## config.mk

```make
export PLATFORM = sky130hd
export DESIGN_NAME = jump_key_conditioner
export DESIGN_NICKNAME = d
export VERILOG_FILES = /design/src/rtl/jump_key_conditioner_pkg.sv /design/src/rtl/jump_key_conditioner_sync_2ff.sv /design/src/rtl/jump_key_conditioner.sv
export SDC_FILE = /design/constraint.sdc
export NUM_CORES = 1
export LEC_CHECK = 0
export BUFFER_PORTS_ARGS = -buffer_cell sky130_fd_sc_hd__buf_2
export CAP_MARGIN = 15
export CORE_MARGIN = 4
export CORE_UTILIZATION = 50
export CTS_CLUSTER_DIAMETER = 150
export DETAILED_ROUTE_END_ITERATION = 16
export PLACE_DENSITY = 0.7
export SLEW_MARGIN = 10
export SYNTH_ARGS = -nofsm -noshare
export SYNTH_HDL_FRONTEND = slang
export SYNTH_SLANG_ARGS = --single-unit
```

## constraint.sdc

```tcl
create_clock -name frame_rt_clk -period 2.96 [get_ports frame_rt_clk]
set_clock_uncertainty 0.05 [all_clocks]
set_input_delay 0.148 -clock frame_rt_clk [delete_from_list [all_inputs] [get_ports frame_rt_clk]]
set_output_delay 0.148 -clock frame_rt_clk [all_outputs]
set_load 0.005 [all_outputs]
```

## src/rtl/jump_key_conditioner_pkg.sv

```systemverilog
// Shared input-path definitions for the jump key conditioner: FSM encoding and
// the legal ranges of the debounce and cooldown parameters.
package jump_key_conditioner_pkg;

  typedef enum logic [1:0] {
    IDLE       = 2'd0,
    PRESS_PEND = 2'd1,
    PRESSED    = 2'd2,
    REL_PEND   = 2'd3
  } btn_state_t;

  localparam int DEBOUNCE_MIN = 2;
  localparam int DEBOUNCE_MAX = 15;
  localparam int COOLDOWN_MIN = 1;
  localparam int COOLDOWN_MAX = 255;

  // Pins an out-of-range parameter to the nearest legal value.
  function automatic int clamp_range(input int value, input int lo, input int hi);
    if (value < lo) return lo;
    if (value > hi) return hi;
    return value;
  endfunction

endpackage

```

## src/rtl/jump_key_conditioner_sync_2ff.sv

```systemverilog
// Two-flop synchronizer for an asynchronous single-bit input; q is the
// second flop and is the only output safe for downstream logic.
module sync_2ff (
  input  logic frame_rt_clk,
  input  logic reset,
  input  logic d,
  output logic q
);

  logic meta_reg;

  always_ff @(posedge frame_rt_clk or posedge reset) begin
    if (reset) begin
      meta_reg <= 1'b0;
      q        <= 1'b0;
    end else begin
      meta_reg <= d;
      q        <= meta_reg;
    end
  end

endmodule

```

## src/rtl/jump_key_conditioner.sv

```systemverilog
// Debounces the jump button, rate-limits jump pulses with a cooldown and counts
// emitted/dropped jumps. Define JUMP_BUFFER_EN to hold one press during cooldown.
module jump_key_conditioner
  import jump_key_conditioner_pkg::*;
#(
  parameter int DEBOUNCE_FRAMES = 2,
  parameter int COOLDOWN_FRAMES = 8
) (
  input  logic       frame_rt_clk,
  input  logic       reset,
  input  logic       raw_btn,
  output logic       jump_key,
  output logic       btn_held,
  output logic [7:0] jump_count,
  output logic [3:0] drop_count
);

  localparam logic [3:0] DB_TARGET = 4'(clamp_range(DEBOUNCE_FRAMES, DEBOUNCE_MIN, DEBOUNCE_MAX));
  localparam logic [7:0] CD_LOAD   = 8'(clamp_range(COOLDOWN_FRAMES, COOLDOWN_MIN, COOLDOWN_MAX));

  logic       sync;
  btn_state_t state_reg, state_next;
  logic [3:0] db_cnt_reg, db_cnt_next;
  logic [3:0] db_inc;
  logic [7:0] cd_cnt_reg;
  logic       press_event;
  logic       emit;
  logic       drop;

  sync_2ff u_sync (
    .frame_rt_clk (frame_rt_clk),
    .reset        (reset),
    .d            (raw_btn),
    .q            (sync)
  );

  assign db_inc   = db_cnt_reg + 4'd1;
  assign btn_held = (state_reg == PRESSED) || (state_reg == REL_PEND);

  always_comb begin
    state_next  = state_reg;
    db_cnt_next = db_cnt_reg;
    press_event = 1'b0;
    case (state_reg)
      IDLE: begin
        if (sync) begin
          state_next  = PRESS_PEND;
          db_cnt_next = 4'd1;
        end
      end
      PRESS_PEND: begin
        if (!sync) begin
          state_next = IDLE;
        end else if (db_inc == DB_TARGET) begin
          state_next  = PRESSED;
          press_event = 1'b1;
        end else begin
          db_cnt_next = db_inc;
        end
      end
      PRESSED: begin
        if (!sync) begin
          state_next  = REL_PEND;
          db_cnt_next = 4'd1;
        end
      end
      REL_PEND: begin
        // A bounce back high returns to PRESSED without a second press event.
        if (sync) begin
          state_next = PRESSED;
        end else if (db_inc == DB_TARGET) begin
          state_next = IDLE;
        end else begin
          db_cnt_next = db_inc;
        end
      end
      default: state_next = IDLE;
    endcase
  end

`ifdef JUMP_BUFFER_EN
  logic buf_reg, buf_next;

  // When the buffer drains on the same edge as a new press, the new press
  // takes the buffer slot instead of being lost.
  always_comb begin
    emit     = 1'b0;
    drop     = 1'b0;
    buf_next = buf_reg;
    if (cd_cnt_reg == 8'd0) begin
      emit     = buf_reg | press_event;
      buf_next = buf_reg & press_event;
    end else if (press_event) begin
      if (buf_reg) drop = 1'b1;
      else         buf_next = 1'b1;
    end
  end

  always_ff @(posedge frame_rt_clk or posedge reset) begin
    if (reset) buf_reg <= 1'b0;
    else       buf_reg <= buf_next;
  end
`else
  assign emit = press_event && (cd_cnt_reg == 8'd0);
  assign drop = press_event && (cd_cnt_reg != 8'd0);
`endif

  always_ff @(posedge frame_rt_clk or posedge reset) begin
    if (reset) begin
      state_reg  <= IDLE;
      db_cnt_reg <= 4'd0;
      cd_cnt_reg <= 8'd0;
      jump_key   <= 1'b0;
      jump_count <= 8'd0;
      drop_count <= 4'd0;
    end else begin
      state_reg  <= state_next;
      db_cnt_reg <= db_cnt_next;
      jump_key   <= emit;
      if (emit)                      cd_cnt_reg <= CD_LOAD;
      else if (cd_cnt_reg != 8'd0)   cd_cnt_reg <= cd_cnt_reg - 8'd1;
      if (emit)                      jump_count <= jump_count + 8'd1;
      if (drop && drop_count != 4'hF) drop_count <= drop_count + 4'd1;
    end
  end

endmodule

```

==> qor_table.md, run 1 <==
| Step | Item | This run |
|:---|:---|:---|
| status | Status | finished clean |
| clock network | Clock insertion delay at the later pin of the skew report | 0.32 ns |
| clock network | TritonCTS clock tree | done |
| final layout | NumNets Final | 156 |
| final layout | Finished Cell Area | 1597 µm² |
| placement | Buffers on Ports | 16 |
| global route | Vias in the first global route | 992 |
| setup path | CP max FO | 8 |
| detailed routing | Mean routed wirelength per cell | 13.96 µm |
| hold path | Worst hold path endpoint | u_sync.q |
| hold path | Count of cells along the worst hold path | 0 |
| final layout | Count of filler cells inserted in the layout | 204 |
| global route | Largest net degree at the start of global routing | 30 |
| timing | Slew HR | 64.59% |
| detailed routing | Detailed-route wire length | 2499 µm |
| synthesis | Summed instance area of the synthesized netlist | 1374 µm² |
| power and ir drop | P_leak | 0.7850 nW |
| setup path | Cell count of the worst reg-to-reg path | 6 |
| detailed routing | Top routing layer used | met4 |
| placement | HPWL after detailed placement | 1735 µm |
| timing | Setup-violating endpoint count in the final report | 0 |
| timing | Final critical-path share of the clock period | 89.98% |
| timing | Slew Viols, Final | 0 |
| die | Std cell rows | 18 |
| detailed routing | Length of routed wiring on met1 | 1201 µm |
| clock network | Clock-pin slew on the worst setup and hold paths | 0.10 ns |
| placement | Placed Instances | 168 |
| clock network | Sinks on Clock Net | 29 |
| detailed routing | DRT antenna net count | 0 |
| power and ir drop | Maximum vdd drop | 547.2 µV |
| hold path | Worst hold path type | flop to flop |
| global route | Global-route wire length before repair | 4243 µm |
| timing | Post-layout min period | 2.663 ns |
| synthesis | Yosys Warn Count | 0 |
| hold path | Hold Startpoint | u_sync.meta_reg |
| clock network | Clock buffers created by TritonCTS | 5 |
| setup path | Crit. End Element | flop |
| detailed routing | Iter 0 DRT Violations | 32 |
| global route | Overall fraction of global-route tracks in use | 15.82% |
| detailed routing | Number of vias per cell | 5.615 |
| final layout | Layout cells sized above 1 | 25.50% |
| synthesis | Flops & latches, synth | 29 |
| timing | RSZ-0062 raised after global routing | no |
| die | Die width | 60.42 µm |
| global route | Antenna violations before repair | 0 |
| placement | Routability congestion estimate from global placement | 0.7691 |
| die | Die span in y | 60.42 µm |
| final layout | Storage cell area | 725.7 µm² |
| detailed routing | Residual DRC count | 0 |
| detailed routing | Vias post-DR | 1,005 |
| timing | Final Hold Viols | 0 |
| synthesis | EDFF count, synth | 0 |
| detailed routing | Drt first pass iters | 4 |
| timing | Setup TNS Final | 0 ns |
| setup path | Worst setup SP type | flop |
| synthesis | Yosys cell types | 35 |
| synthesis | Top area cells in the synthesized netlist | sky130_fd_sc_hd__dfrtp_1, sky130_fd_sc_hd__ha_1, sky130_fd_sc_hd__xnor2_1 |
| setup path | Reg-to-reg critical path startpoint | cd_cnt_reg[0] |
| clock network | Number of buffers on the longest clock path | 2 |
| setup path | Data arrival time of the critical path | 2.83 ns |
| synthesis | Sequential cell area fraction in the yosys report | 52.82% |
| setup path | Reg-to-reg endpoint | jump_count[1] |
| detailed routing | Routed met2 length | 1138 µm |
| detailed routing | Routed wire length on met3 | 131 µm |
| clock network | # H-tree levels | 2 |
| synthesis | Cell type with the highest aggregate area in the netlist | sky130_fd_sc_hd__dfrtp_1 |
| die | Die Footprint | 3650 µm² |
| synthesis | Synthesized area divided by synthesized cell count | 11.26 µm² |
| die | Initial core utilization | 53.98% |
| final layout | Multi-input gate area | 613.1 µm² |
| synthesis | Most numerous cell types in the synthesized netlist | sky130_fd_sc_hd__dfrtp_1, sky130_fd_sc_hd__nand2_1, sky130_fd_sc_hd__nor3_1 |
| die | Number of ports placed on the die boundary | 17 |
| power and ir drop | Cell Pwr Density | 830.8 nW/µm² |
| setup path | Crit Path Class | flop to flop |
| timing | Upper clock frequency limit | 375.5 MHz |
| job | Number of maximum-capacitance constraint violations | 0 |
| global route | Gr ovfl total | 0 |
| clock network | Master cell of the clock root buffer | sky130_fd_sc_hd__clkbuf_4 |
| synthesis | Main flop type after synthesis | sky130_fd_sc_hd__dfrtp_1 |
| synthesis | Post-synth top area share | 52.82% |
| final layout | Final cell count without fillers | 179 |
| final layout | Relative area change from synthesis to final layout | 16.21% |
| timing | Least setup slack across all paths after layout | 0.2966 ns |
| die | Area of the core | 2545 µm² |
| synthesis | Async set-reset flop share out of synthesis | 100.0% |
| placement | Minimum setup slack after placement | 0.3024 ns |
| setup path | Critical Path RT | 3.13 ns |
| synthesis | Number of nets produced by synthesis | 130 |
| final layout | Antenna diode count | 0 |
| synthesis | Number of cells produced by synthesis | 122 |
| setup path | R2R Setup Slk | 0.30 ns |
| power and ir drop | Design Power | 1.326 mW |
| synthesis | Top-count cell post-synth | sky130_fd_sc_hd__dfrtp_1 |
| timing | Pin slew with the least headroom to its limit | 0.5312 ns |
| placement | Post-detailed-placement cell area | 1498 µm² |
logic make-up after synthesis:
group / after synthesis / synth area share, %
AO/OA/AOI/OAI: 20 / 11.11
buffers and inverters: 9 / 2.550
adder cells (fa/ha/maj): 5 / 4.554
AND/OR/NAND/NOR: 42 / 17.12
XOR/XNOR: 11 / 7.013
flip-flops: 29 / 52.82
multiplexers: 6 / 4.827
layout make-up:
class                      count  area share, %
clock buffer                   6          2.586
sequential                    29          45.45
clock inverter                 2         0.6270
inverter                       7          1.646
tap                           30          2.351
timing repair buffer          21          8.934
multi-input combinational     84          38.40
cells in the final DEF (no fill, tap or decap), drive strengths merged, types with 3 or more instances in the layout:
| master | n |
|---|---|
| dfrtp | 29 |
| nand2 | 10 |
| xnor2 | 7 |
| buf | 19 |
| nor3 | 8 |
| clkbuf | 6 |
| and3 | 5 |
| mux2 | 5 |
| inv | 7 |
| ha | 5 |
| a21o | 3 |
| a21oi | 4 |
| o21ai | 5 |
| nand3 | 3 |
| nor2 | 3 |
| nand4 | 5 |
| xor2 | 4 |
power by group:
| group | total [mW] | internal [mW] | leakage [nW] | switching (mW) |
|---|---|---|---|---|
| clock | 0.223 | 0.0903 | 0.0320 | 0.133 |
| combinational | 0.451 | 0.222 | 0.381 | 0.229 |
| sequential | 0.652 | 0.515 | 0.372 | 0.137 |
| total | 1.33 | 0.827 | 0.785 | 0.499 |
how the worst max path moves through the flow:
stage | endpoint | slack (ns) | from
floorplan | jump_count[1] | 0.38 | cd_cnt_reg[0]
global placement | jump_count[1] | 0.38 | cd_cnt_reg[0]
detailed placement | jump_count[1] | 0.30 | cd_cnt_reg[1]
CTS | jump_count[1] | 0.30 | cd_cnt_reg[0]
global route | jump_count[1] | 0.21 | cd_cnt_reg[0]
finish | jump_count[1] | 0.30 | cd_cnt_reg[0]
metrics by stage:
step	hold WS [ns]	util [%]
2_1_floorplan	0.1294	-
3_3_place_gp	0.2082	58.85
3_5_place_dp	0.2079	58.85
4_1_cts	0.05472	61.26
5_1_grt	0.3274	62.73
6_report	0.3188	62.73
routing by layer:
metal  vias up  track usage (%)
met5         -                0
met1       476            19.39
met2        28            25.77
li1        494                -
met4         0            7.430
met3         7            4.681
critical path, cell delays in order (launching register included):
cell and delay (ns):
sky130_fd_sc_hd__dfrtp_1 0.41, sky130_fd_sc_hd__inv_1 0.07, sky130_fd_sc_hd__ha_1 0.20, sky130_fd_sc_hd__or3b_4 0.42
sky130_fd_sc_hd__or3b_1 0.45, sky130_fd_sc_hd__a2111oi_4 0.57, sky130_fd_sc_hd__mux2_2 0.39
timing repair:
item | CTS | global route
hold buffers | 1 | 1
buffers inserted | 0 | 0
gates resized for setup | 0 | 0
endpoints found under the hold margin | 1 | 10
Note: power is estimated with default switching activity, not from simulation.
==> inputs of run 2 (changes only) <==
Settings changed: CORE_MARGIN 4 to unset.
==> qor_table.md, run 2 (same netlist as run 1, synthesis figures left out) <==
| Step | Item | This run |
|:---|:---|:---|
| timing | Setup TNS Final | 0 ns |
| setup path | Worst path slowest cell | sky130_fd_sc_hd__a2111oi_4 |
| timing | Slew Viols, Final | 0 |
| setup path | Worst setup SP type | flop |
| die | Die span in y | 54.42 µm |
| global route | Vias in the first global route | 945 |
| detailed routing | Residual DRC count | 0 |
| hold path | Worst hold path type | input port to async pin |
| timing | Final Hold Viols | 0 |
| timing | Slew HR | 64.99% |
| power and ir drop | Maximum vdd drop | 666.7 µV |
| detailed routing | Mean routed wirelength per cell | 13.46 µm |
| detailed routing | Number of vias per cell | 5.609 |
| global route | Gr ovfl total | 0 |
| setup path | Critical Path RT | 3.11 ns |
| final layout | Relative area change from synthesis to final layout | 16.21% |
| final layout | Count of filler cells inserted in the layout | 205 |
| die | Number of ports placed on the die boundary | 17 |
| setup path | Cell family contributing the most delay on the critical path | simple AND/OR/NAND/NOR gates |
| global route | Global routing met2 resource utilization | 30.49% |
| global route | Global-route wire length before repair | 3981 µm |
| timing | Pin slew with the least headroom to its limit | 0.5251 ns |
| final layout | Antenna diode count | 0 |
| placement | Minimum setup slack after placement | 0.3247 ns |
| die | Initial core utilization | 53.98% |
| global route | Overall fraction of global-route tracks in use | 19.61% |
| placement | Buffers on Ports | 16 |
| setup path | Worst stage delay on the critical path | 0.56 ns |
| clock network | Clock insertion delay at the later pin of the skew report | 0.31 ns |
| clock network | TritonCTS clock tree | done |
| timing | Least setup slack across all paths after layout | 0.3160 ns |
| final layout | NumNets Final | 156 |
| placement | HPWL after detailed placement | 1672 µm |
| die | Die Footprint | 2961 µm² |
| setup path | Data arrival time of the critical path | 2.80 ns |
| die | Die width | 54.42 µm |
| global route | Routing usage on met1 | 25.63% |
| clock network | Number of buffers on the longest clock path | 2 |
| setup path | Crit. End Element | flop |
| clock network | CTS-repair resized insts | 0 |
| clock network | # H-tree levels | 2 |
| setup path | Crit Path Class | flop to flop |
| final layout | Most frequent standard cell in the layout excluding fill and tap cells | sky130_fd_sc_hd__dfrtp_1 |
| global route | Largest net degree at the start of global routing | 30 |
| placement | Placed Instances | 168 |
| placement | Post-detailed-placement cell area | 1498 µm² |
| die | Area of the core | 2545 µm² |
| global route | Most crowded layer after global routing | met2 |
| detailed routing | Detailed-route wire length | 2410 µm |
| die | Std cell rows | 18 |
| final layout | Commonest cells after routing, fill and taps aside | sky130_fd_sc_hd__dfrtp_1, sky130_fd_sc_hd__buf_2, sky130_fd_sc_hd__nand2_1 |
| timing | Setup-violating endpoint count in the final report | 0 |
| power and ir drop | Cell Pwr Density | 827.0 nW/µm² |
| final layout | Finished Cell Area | 1597 µm² |
| status | Status | finished clean |
| clock network | Clock-pin slew on the worst setup and hold paths | 0.09 ns |
| detailed routing | Drt first pass iters | 4 |
| timing | Final critical-path share of the clock period | 89.32% |
| timing | RSZ-0062 raised after global routing | no |
| detailed routing | DRT antenna net count | 0 |
| clock network | Sinks on Clock Net | 29 |
| detailed routing | Vias post-DR | 1,004 |
| placement | Routability congestion estimate from global placement | 0.6982 |
| timing | Post-layout min period | 2.644 ns |
| setup path | Chain of cells forming the critical path | inv_1, ha_1, or3b_4, or3b_1, a2111oi_4, mux2_2 |
| power and ir drop | P_leak | 0.7813 nW |
| final layout | Layout cells sized above 1 | 25.50% |
| clock network | Master cell of the clock root buffer | sky130_fd_sc_hd__clkbuf_4 |
| setup path | CP max FO | 8 |
| timing | Upper clock frequency limit | 378.2 MHz |
| global route | Met3 track demand over resource | 5.833% |
| clock network | Clock buffers created by TritonCTS | 5 |
| global route | Antenna violations before repair | 0 |
| job | Number of maximum-capacitance constraint violations | 0 |
| setup path | Number of buffer and inverter instances along the worst setup path | 1 |
| final layout | Final cell count without fillers | 179 |
| detailed routing | Iter 0 DRT Violations | 22 |
run 2: changes by cell type in the layout (fill, tap and decap cells not counted), sizes merged:
| cell | delta |
|---|---|
| clkinv | +1 |
| inv | -1 |
run 2: metal layers:
metal	share of wire, %	vias to the layer above
li1	-	494
met1	50	481
met2	45	27
met3	4.7	2
met4	0.46	0
met5	0	-
run 2: layout make-up:
class                   count  area (µm²)  share of cell area [%]
clock inverters             2       10.01                  0.6270
well taps                  30       37.54                   2.351
multi-input cells          84       613.1                   38.40
clock buffers               6       41.29                   2.586
repair buffers             21       142.6                   8.934
inverters                   7       26.28                   1.646
flip-flops and latches     29       725.7                   45.45
run 2: per-stage QoR:
step / util (%) / power (mW) / hold WS [ns]
after detailed placement: 58.85 / 1.094 / 0.2180
after global placement: 58.85 / 1.072 / 0.2085
after floorplan: - / 0.9628 / 0.1294
after global routing: 62.73 / 1.427 / 0.2389
after CTS: 61.26 / 1.321 / 0.07135
final: 62.73 / 1.320 / 0.2325
run 2: repair_timing:
item | CTS | global route
buffers inserted | 0 | 0
hold buffers | 1 | 1
endpoints found under the hold margin | 1 | 29
run 2: worst paths after layout:
path | startpoint | depth (start not counted) | to | slack (ns)
hold reg to reg | u_sync.meta_reg | 0 | u_sync.q | 0.32
min in group frame_rt_clk | u_sync.meta_reg | 0 | u_sync.q | 0.32
hold / removal | reset | 3 | state_reg[0] | 0.23
max in group asynchronous | reset | 4 | cd_cnt_reg[3] | 2.25
setup / recovery | cd_cnt_reg[0] | 6 | jump_count[1] | 0.32
setup reg to reg | cd_cnt_reg[0] | 6 | jump_count[1] | 0.32
run 2: where the power goes:
group	switching, mW	internal [mW]
logic	0.229	0.221
registers	0.136	0.515
clock network	0.128	0.0903
total	0.493	0.827
run 2: tightest hold or removal path: cells and delay by family:
family   cells  cell delay (ns)
buf+inv      3             0.82
==> inputs of run 3 (changes only) <==
Settings changed: CORE_UTILIZATION 50 to 56, PLACE_DENSITY 0.7 to 0.77.
==> qor_table.md, run 3 (same netlist as run 1, synthesis figures left out) <==
| Step | Item | This run |
|:---|:---|:---|
| detailed routing | Number of vias per cell | 5.851 |
| power and ir drop | Combinational share of power | 33.2% |
| clock network | Clock insertion delay at the later pin of the skew report | 0.32 ns |
| timing | Setup TNS Final | 0 ns |
| global route | Largest net degree at the start of global routing | 30 |
| detailed routing | Vias post-DR | 1,024 |
| power and ir drop | Clock power share | 18.1% |
| clock network | TritonCTS clock tree | done |
| clock network | Clock-pin slew on the worst setup and hold paths | 0.09 ns |
| timing | Pin slew with the least headroom to its limit | 0.5312 ns |
| power and ir drop | Maximum vdd drop | 553.2 µV |
| setup path | R2R Setup Slk | 0.19 ns |
| power and ir drop | P_leak | 0.7802 nW |
| setup path | CP max FO | 8 |
| setup path | Reg-to-reg endpoint | jump_count[1] |
| setup path | Chain of cells forming the critical path | inv_1, ha_1, or3b_4, or3b_1, a2111oi_4, mux2_2 |
| setup path | Cell family contributing the most delay on the critical path | simple AND/OR/NAND/NOR gates |
| clock network | Master cell of the clock root buffer | sky130_fd_sc_hd__clkbuf_4 |
| timing | Slew Viols, Final | 0 |
| job | Number of maximum-capacitance constraint violations | 0 |
| final layout | Count of filler cells inserted in the layout | 182 |
| die | Number of ports placed on the die boundary | 17 |
| timing | Final hold slack | 0.3186 ns |
| detailed routing | Iter 0 DRT Violations | 34 |
| setup path | Worst path slowest cell | sky130_fd_sc_hd__a2111oi_4 |
| setup path | Data arrival time of the critical path | 2.93 ns |
| setup path | Number of buffer and inverter instances along the worst setup path | 1 |
| clock network | # H-tree levels | 2 |
| detailed routing | Residual DRC count | 0 |
| die | Area of the core | 2255 µm² |
| final layout | Layout cells sized above 1 | 24.49% |
| timing | Slew HR | 64.59% |
| detailed routing | Drt first pass iters | 4 |
| die | Die Footprint | 2655 µm² |
| final layout | NumNets Final | 155 |
| clock network | Clock buffers created by TritonCTS | 5 |
| setup path | Worst stage delay on the critical path | 0.59 ns |
| final layout | Most frequent standard cell in the layout excluding fill and tap cells | sky130_fd_sc_hd__dfrtp_1 |
| placement | Routability congestion estimate from global placement | 0.7874 |
| clock network | Number of buffers on the longest clock path | 2 |
| final layout | Commonest cells after routing, fill and taps aside | sky130_fd_sc_hd__dfrtp_1, sky130_fd_sc_hd__buf_2, sky130_fd_sc_hd__nand2_1 |
| power and ir drop | Cell internal pwr | 0.8466 mW |
| global route | Vias in the first global route | 997 |
| setup path | Reg-to-reg critical path startpoint | cd_cnt_reg[0] |
| die | Initial core utilization | 60.93% |
| timing | RSZ-0062 raised after global routing | no |
| global route | Global-route wire length before repair | 4278 µm |
| hold path | Worst hold path type | flop to flop |
| die | Std cell rows | 17 |
| placement | HPWL after detailed placement | 1756 µm |
| power and ir drop | Portion of total power attributed to sequential cells | 48.8% |
| die | Die span in y | 51.53 µm |
| detailed routing | Mean routed wirelength per cell | 14.49 µm |
| global route | Gr ovfl total | 0 |
| detailed routing | DRT antenna net count | 0 |
| setup path | Crit. End Element | flop |
| placement | Buffers on Ports | 16 |
| hold path | Worst hold path endpoint | u_sync.q |
| status | Status | finished clean |
| setup path | Crit Path Class | flop to flop |
| setup path | Cell count of the worst reg-to-reg path | 6 |
| clock network | CTS-repair resized insts | 0 |
| timing | Setup-violating endpoint count in the final report | 0 |
| timing | Final critical-path share of the clock period | 93.55% |
| hold path | Hold Startpoint | u_sync.meta_reg |
| global route | Antenna violations before repair | 0 |
| global route | Overall fraction of global-route tracks in use | 23.15% |
| die | Die width | 51.53 µm |
| clock network | Sinks on Clock Net | 29 |
| timing | Upper clock frequency limit | 361.1 MHz |
| power and ir drop | Cell Pwr Density | 848.0 nW/µm² |
| setup path | Critical Path RT | 3.12 ns |
| power and ir drop | Switching pwr | 0.5019 mW |
| timing | Post-layout min period | 2.769 ns |
| final layout | Relative area change from synthesis to final layout | 15.76% |
| power and ir drop | Design Power | 1.349 mW |
| setup path | Worst setup SP type | flop |
| hold path | Count of cells along the worst hold path | 0 |
| power and ir drop | Switch share | 37.22% |
| timing | Final Hold Viols | 0 |
| detailed routing | Detailed-route wire length | 2536 µm |
| final layout | Antenna diode count | 0 |
run 3: per-stage QoR:
stage                     cell area (µm²)  utilization (%)  std cells  setup slack [ns]
after floorplan                      1374                -        122            0.3830
after global placement               1488            65.98        165            0.2849
after detailed placement             1488            65.98        165            0.2210
after CTS                            1553            68.87        173            0.1926
after global routing                 1590            70.53        175           0.04963
final                                1590            70.53        175            0.1909
run 3: worst register-to-register path: cells and delay by family (launching register included):
family	cells	cell delay, ns
adders and majority gates	1	0.19
AOI/OAI and AO/OA	1	0.59
and+or+nand+nor	2	0.96
DFF	1	0.41
buffers and inverters	1	0.06
muxes	1	0.39
run 3: repair_timing:
| action | CTS | global route |
|---|---|---|
| endpoints found under the setup margin | 0 | 0 |
| endpoints found under the hold margin | 1 | 10 |
| hold buffers | 1 | 1 |
| buffers inserted | 0 | 0 |
run 3: metal layers:
metal | global-route usage, % | up-vias | part of all wire [%]
li1 | - | 485 | -
met1 | 29.47 | 499 | 45
met2 | 35.28 | 34 | 48
met3 | 6.140 | 6 | 4.6
met4 | 13.96 | 0 | 1.5
met5 | 0 | - | 0
run 3: worst max path at each step:
stage                        startpoint       endpoint  slack (ns)  depth (start not counted)
after floorplan           cd_cnt_reg[0]  jump_count[1]        0.38                          7
after CTS                 cd_cnt_reg[0]  jump_count[1]        0.19                          6
after global placement    cd_cnt_reg[0]  jump_count[1]        0.28                          6
after detailed placement  cd_cnt_reg[0]  jump_count[1]        0.22                          6
final                     cd_cnt_reg[0]  jump_count[1]        0.19                          6
after global routing      cd_cnt_reg[0]  jump_count[6]        0.05                          7
run 3: power by group through the flow:
| stage | Combinational [mW] | Sequential [mW] | Clock (mW) |
|---|---|---|---|
| after detailed placement | 0.440 | 0.659 | 0 |
| after CTS | 0.442 | 0.652 | 0.248 |
| final | 0.447 | 0.658 | 0.244 |
| after global placement | 0.417 | 0.648 | 0 |
| after global routing | 0.510 | 0.680 | 0.262 |
| after floorplan | 0.334 | 0.628 | 0 |
run 3: area by class of cell:
class                      instances  area, µm²  share of cell area (%)
inverter                           7      26.28                   1.652
multi-input combinational         84      613.1                   38.55
sequential                        29      725.7                   45.63
clock buffer                       7      55.05                   3.462
tap                               28      35.03                   2.203
timing repair buffer              20      135.1                   8.497
